$ cat src/rtl/imem_loader.sv
// Boot-time instruction-memory loader: takes a length-prefixed, XOR-checksummed
// byte stream, writes little-endian words from address 0 and then releases the CPU.
module imem_loader #(
  parameter int MEM_BYTES = 512
) (
  input  logic        clk,
  input  logic        reset,
  input  logic        in_valid,
  input  logic [7:0]  in_data,
  output logic        in_ready,
  output logic        im_we,
  output logic [31:0] im_addr,
  output logic [31:0] im_wdata,
  output logic        cpu_reset,
  output logic        done,
  output logic        error
);

  typedef enum logic [2:0] {
    S_LEN0,
    S_LEN1,
    S_DATA,
    S_WRITE,
    S_CHK,
    S_DONE,
    S_ERR
  } state_t;

  localparam logic [16:0] MAX_WORDS = 17'(MEM_BYTES / 4);

  state_t      state_q, state_d;
  logic        ready_en_q;
  logic [7:0]  len_lo_q;
  logic [15:0] len_q;
  logic [1:0]  byte_idx_q;
  logic [15:0] word_cnt_q;
  logic [7:0]  chk_q;
  logic [23:0] asm_q;
  logic [31:0] im_addr_q;
  logic [31:0] im_wdata_q;

  logic        accept;
  logic [15:0] length_n;
  logic        last_word;

  assign accept    = in_valid && in_ready;
  assign length_n  = {in_data, len_lo_q};
  assign last_word = (word_cnt_q + 16'd1) == len_q;

  // Outputs are decoded from the state register, so done/cpu_reset/error
  // change on the very edge that enters the terminal state.
  // NOTE: every signal driven in always_comb gets a default first, otherwise a
  // path that skips the assignment infers a latch.
  always_comb begin
    state_d   = state_q;
    in_ready  = 1'b0;
    im_we     = 1'b0;
    cpu_reset = 1'b1;
    done      = 1'b0;
    error     = 1'b0;

    case (state_q)
      S_LEN0: begin
        in_ready = ready_en_q;
        if (accept) state_d = S_LEN1;
      end
      S_LEN1: begin
        in_ready = ready_en_q;
        if (accept) begin
          if ({1'b0, length_n} > MAX_WORDS) state_d = S_ERR;
          else if (length_n == 16'd0)       state_d = S_CHK;
          else                              state_d = S_DATA;
        end
      end
      S_DATA: begin
        in_ready = ready_en_q;
        if (accept && byte_idx_q == 2'd3) state_d = S_WRITE;
      end
      S_WRITE: begin
        im_we   = 1'b1;
        state_d = last_word ? S_CHK : S_DATA;
      end
      S_CHK: begin
        in_ready = ready_en_q;
        if (accept) state_d = (in_data == chk_q) ? S_DONE : S_ERR;
      end
      S_DONE: begin
        cpu_reset = 1'b0;
        done      = 1'b1;
      end
      S_ERR: begin
        error = 1'b1;
      end
      default: state_d = S_ERR;
    endcase
  end

  // NOTE: sequential state uses non-blocking assignments so every flop samples
  // pre-edge values regardless of process ordering.
  always_ff @(posedge clk or negedge reset) begin
    if (!reset) begin
      state_q    <= S_LEN0;
      ready_en_q <= 1'b0;
    end else begin
      state_q    <= state_d;
      ready_en_q <= 1'b1;
    end
  end

  // Datapath: the word is assembled in asm_q and committed to the output
  // registers on the fourth byte, so im_addr/im_wdata are stable through WRITE.
  always_ff @(posedge clk or negedge reset) begin
    if (!reset) begin
      len_lo_q   <= '0;
      len_q      <= '0;
      byte_idx_q <= '0;
      word_cnt_q <= '0;
      chk_q      <= '0;
      asm_q      <= '0;
      im_addr_q  <= '0;
      im_wdata_q <= '0;
    end else begin
      case (state_q)
        S_LEN0: if (accept) len_lo_q <= in_data;
        S_LEN1: if (accept) len_q <= length_n;
        S_DATA: begin
          if (accept) begin
            chk_q      <= chk_q ^ in_data;
            byte_idx_q <= byte_idx_q + 2'd1;
            case (byte_idx_q)
              2'd0: asm_q[7:0]   <= in_data;
              2'd1: asm_q[15:8]  <= in_data;
              2'd2: asm_q[23:16] <= in_data;
              default: begin
                im_wdata_q <= {in_data, asm_q};
                im_addr_q  <= {14'd0, word_cnt_q, 2'b00};
              end
            endcase
          end
        end
        S_WRITE: word_cnt_q <= word_cnt_q + 16'd1;
        default: ;
      endcase
    end
  end

  assign im_addr  = im_addr_q;
  assign im_wdata = im_wdata_q;

endmodule
$ cat config.mk
export PLATFORM = sky130hd
export DESIGN_NAME = imem_loader
export DESIGN_NICKNAME = d
export VERILOG_FILES = /design/src/rtl/imem_loader.sv
export SDC_FILE = /design/constraint.sdc
export NUM_CORES = 1
export LEC_CHECK = 0
export CORE_UTILIZATION = 35
export DETAILED_ROUTE_END_ITERATION = 8
export GPL_ROUTABILITY_DRIVEN = 0
export PLACE_DENSITY = 0.67
export SYNTH_ARGS = -nofsm -noshare
export SYNTH_HDL_FRONTEND = slang
export SYNTH_SLANG_ARGS = --single-unit
$ cat constraint.sdc
create_clock -name clk -period 2.2 [get_ports clk]
set_clock_uncertainty 0.2 [all_clocks]
set_input_delay 0.22 -clock clk [delete_from_list [all_inputs] [get_ports clk]]
set_output_delay 0.22 -clock clk [all_outputs]
set_load 0.05 [all_outputs]
==> Word-level counts from Yosys, hierarchy flattened <==
Index checks and enable logic that the tools add are counted.
{ "totals": {"register_bits": 126, "latch_bits": 0, "ram_bits": 0, "rom_bits": 0, "inputBits": 11, "output_inout_bits": 69, "wordCells": 63, "memories": 0} }
{ "op_classes": {"n_addsub": 2, "n_mul": 0, "div": 0, "n_lt_le_gt_ge": 1, "eq_ne": 15, "shifts": 0, "muxes": 14, "bitwise_logic": 3, "n_reduce_logical": 16} }
{ "op_table": {"columns": ["cell", "count"], "rows": [
  ["3-bit 2-to-1 mux", 7],
  ["3-bit one-hot mux with 6 select lines", 1],
  ["16-bit by 1-bit adder with 16-bit output, second input constant", 1],
  ["16-bit == test", 1],
  ["16-bit by 8-bit greater-than comparator with 1-bit output, second input constant", 1],
  ["16-bit logical NOT", 1],
  ["3-bit AND reduction", 4],
  ["3-bit == test, second input constant", 3],
  ["8-bit == test", 1],
  ["2-bit != test, second input constant", 4],
  ["8-bit bitwise XOR", 1],
  ["3-bit by 2-bit == test with 1-bit output, second input constant", 2],
  ["2-bit AND reduction", 3],
  ["1-bit 2-to-1 mux", 5],
  ["5-bit AND reduction", 1],
  ["2-bit == test, second input constant", 2],
  ["4-bit OR reduction", 1],
  ["3-bit by 1-bit == test with 1-bit output, second input constant", 1],
  ["3-bit logical NOT", 1],
  ["3-bit OR reduction", 1],
  ["2-bit by 1-bit adder with 2-bit output, second input constant", 1],
  ["2-bit by 1-bit == test with 1-bit output, second input constant", 1],
  ["1-bit logical AND", 2],
  ["2-bit logical NOT", 1],
  ["3 further kinds", 4]
]} }

==> Depth between registers and ports, before layout <==
{ "logic_depth": {"ltp_word": 7, "mapped_depth": 9, "mapped_depth_nobuf": 7} }

==> Least setup slack after synthesis <==
OpenSTA, ideal clock, no wires.
{ "synth_timing": {"path_type": "reg2reg", "start": "register word_cnt_q[0]", "end": "register state_q[2]", "setup_time_ns": 0.126, "arrival_ns": 2.017, "required_ns": 1.874, "setup_slack_ns": -0.143, "path_stages_with_launch": 8, "n_path_buf": 0, "period_less_slack_ns": 2.343, "cell_sequence": "dfrtp_1 ha_1 inv_1 a21oi_1 a211oi_1 or4_1 and4_1 a311o_1"} }
{ "synth_between": {"elab_chain_len": 4} }
{ "synth_lines": {"columns": ["item", "line", "text"], "rows": [
  ["from (decl)", "36", "logic [15:0] word_cnt_q;"],
  ["from (signal assigned)", "141", "S_WRITE: word_cnt_q <= word_cnt_q + 16'd1;"],
  ["16-bit by 1-bit adder with 16-bit output", "48", "assign last_word = (word_cnt_q + 16'd1) == len_q;"],
  ["16-bit == test", "48", null],
  ["3-bit 2-to-1 mux", "81", "state_d = last_word ? S_CHK : S_DATA;"],
  ["3-bit one-hot mux with 6 select lines", "62", "case (state_q)"],
  ["to (signal assigned)", "105", "state_q <= state_d;"],
  ["to (decl)", "31", "state_t state_q, state_d;"]
]} }
Every way passes these cells.
A chain may end at the register's enable or synchronous reset.

==> Worst setup path after layout <==
{ "layout_timing": {"start": "register word_cnt_q[1]", "end": "register state_q[2]"} }
The elaborated chain is that of the path after synthesis.

==> impl_metrics.toml <==
[worst_setup_path]
start_kind = "flip-flop"
cp.arrival_ns = 2.30
crit_type = "reg -> reg"
r2r_slack_ns = -0.004
cp.required_ns = 2.30
worstPathMaxFanout = 4
reg2reg_from = "word_cnt_q[1]"
rr_worst_depth = 7
end_kind = "flip-flop"
crit-reg2reg-capture = "state_q[2]"

[cts]
path_clk_slew_ns = 0.06
cts_buffers = 17
tritoncts = "built"
clock-sinks = 126
clk_root_buffer_cell = "clkbuf_16"
clockBufferDepth = 2
htreeDepth = 4
clock_latency_ns = 0.41

[final_layout]
final_util = 0.4838
layout-drive-gt1-share = 0.4003
fill_cells = 1448
n_antenna_cell = 0
nNetsFinal = 616
syn2layout_area_growth_pct = 35.55
register_area_um2 = 3158
multiInputGateArea_um2 = 2609

[floorplan]
io_pins = 80
dieArea_um2 = 17310
die_w_um = 131.6
chipHeight_um = 131.6
num_rows = 47
coreArea_um2 = 16470
start_util = 0.3569

[timing]
hold_viol_final = 0
fmax_mhz = 453.8
period_share = 1.002
min_period_ns = 2.204
rsz0062_at_grt = "true"
setup_viol = 1
relSlewSlack = 0.6209
final.setup.worst_slack_ns = -0.003812
worst_pin_slew_ns = 0.5669
maxSlewViolCount = 0

[synthesis]
ys_warn_count = 0
syn-cell-area_um2 = 5877
ys_async_sr_fraction = 1.000
synthCells = 472
yosysMostFrequentCell = "dfrtp_1"
yosys.area.top_type = "dfrtp_1"
ys_seq_area_frac = 0.5365
ys_types = 57
synth_edf_count = 0
yosys.area.top_type_share = 0.5365
synth_common_cells = "126 x dfrtp_1, 94 x mux2_2, 36 x nand2_1"
syn_area_per_cell_um2 = 12.45
ys.flop_type = "dfrtp_1"
synth_area_leaders = "dfrtp_1 54%, mux2_2 18%, xnor2_1 4.3%"
yosys_register_bits = 126

[route]
ant_nets = 0
drtPass1Iterations = 4
routedWlPerCell_um = 16.45
drc = 0
vias_per_cell = 4.826
vias = 4015
dr.first_iter.drc_count = 210
wl_mm = 13.69

[outcome]
status = "finished, violations left"
violations = "negative setup slack"

[global_route]
grt-ovfl-total = 0
grt_usage = 0.1636
antenna_found_initial = 0
grt_max_degree = 47
grt_pass1_wl_mm = 22.03
grt_pass1_vias = 4128

[flow_run]
drv_cap = 0

[power_and_ir_drop]
power_leakage_nw = 3.586
worst_ir_drop_vdd_uv = 788.4
power.density_nw_per_um2 = 1274

[place]
place_ws_ns = -0.1776
port_buffers = 63
dp_hpwl_mm = 9.263

[hold_path]
hold_class = "in -> async"
==> critical path, stage by stage (launching register included) <==
cell      delay (ns)
dfrtp_1         0.45
ha_4            0.20
inv_2           0.06
a21oi_2         0.13
a211oi_1        0.08
or4_1           0.51
and4_4          0.18
a311o_1         0.30
==> cell type report <==
type                       count  area share
clock buffer                  18     0.05513
clock inverter                13     0.02073
inverter                       7    0.003298
multi-input combinational    307      0.3275
sequential                   126      0.3964
tap                          220     0.03455
timing repair buffer         141      0.1624
==> per-stage QoR <==
step | hold WS (ns) | total power, mW | area [um^2] | setup TNS, ns | cells
6_report | 0.07513 | 10.15 | 7966 | -0.003812 | 832
5_1_grt | 0.1021 | 10.62 | 7966 | -0.1660 | 832
4_1_cts | 0.07643 | 10.12 | 7825 | -0.03199 | 827
3_5_place_dp | -0.02317 | 7.190 | 7148 | -1.152 | 792
3_3_place_gp | -0.02974 | 7.081 | 7148 | -0.9688 | 792
2_1_floorplan | -0.2756 | 5.932 | 5947 | 0 | 487
==> per-layer routing <==
layer / track usage / vias up / part of all wire / routed length (um)
li1: - / 1868 / - / -
met1: 0.2052 / 2018 / 0.44 / 5981
met2: 0.2634 / 109 / 0.49 / 6701
met3: 0.04900 / 20 / 0.056 / 769
met4: 0.06460 / 0 / 0.017 / 235
met5: 0 / - / 0 / 0
==> cell usage in the layout, fill, tap and decap left out, types with 2 or more instances in the layout <==
master	count
a211o_1	2
a211oi_1	2
a21oi_1	3
a311oi_2	2
a31oi_1	3
and2_1	2
and4_4	3
buf_12	6
buf_4	73
buf_6	4
bufinv_16	3
clkbuf_16	17
clkdlybuf4s50_1	57
clkinv_2	2
clkinv_4	3
clkinvlp_4	4
conb_1	17
dfrtp_1	122
dfrtp_2	4
ha_1	4
inv_1	5
mux2_2	94
nand2_1	33
nand2_2	4
nand3_1	8
nand4_1	6
nor2_1	9
nor2b_1	2
nor3_1	8
nor4_1	6
nor4_2	3
o21a_1	2
o21ai_0	8
or4_1	2
xnor2_1	29
xor2_1	19
==> flip-flops by register name, summed over array words and instances (netlist names) <==
register	flops
im_wdata	32
asm_q	24
im_addr	16
len_q	16
word_cnt_q	16
chk_q	8
len_lo_q	8
state_q	3
byte_idx_q	2
ready_en_q	1
==> cells by family after synthesis <==
kind of cell               Yosys count  synth area share
other                                2          0.001278
DFF                                126            0.5365
AOI/OAI and AO/OA                   35           0.04131
and+or+nand+nor                    106           0.09943
adders and majority gates            5           0.01065
xor gates and xnor gates            50           0.07771
buffers and inverters               54           0.05301
muxes                               94            0.1801
==> where the power goes <==
part / internal (mW) / leakage (nW) / switching, mW
clock: 1.81 / 0.284 / 1.05
combinational: 1.60 / 1.68 / 2.06
sequential: 3.09 / 1.62 / 0.544
==> timing repair <==
action | CTS | global route
endpoints found under the setup margin | 3 | 8
setup buffers | 3 | 5
hold buffers | 1 | 0
hold endpoints to repair | 126 | 0
pin swaps | 7 | 7
gates resized for setup | 14 | 21
==> worst max path at each step <==
stage                              from         end  slack (ns)  cells after the start
after global routing      word_cnt_q[6]  state_q[2]       -0.08                      7
after floorplan              state_q[2]   len_q[10]        0.02                      4
final                     word_cnt_q[1]  state_q[2]      -0.004                      7
after detailed placement  word_cnt_q[2]  state_q[2]       -0.18                      6
after global placement    word_cnt_q[2]  state_q[2]       -0.14                      6
after CTS                 word_cnt_q[6]  state_q[2]       -0.03                      7
(Power assumes the default switching activity.)
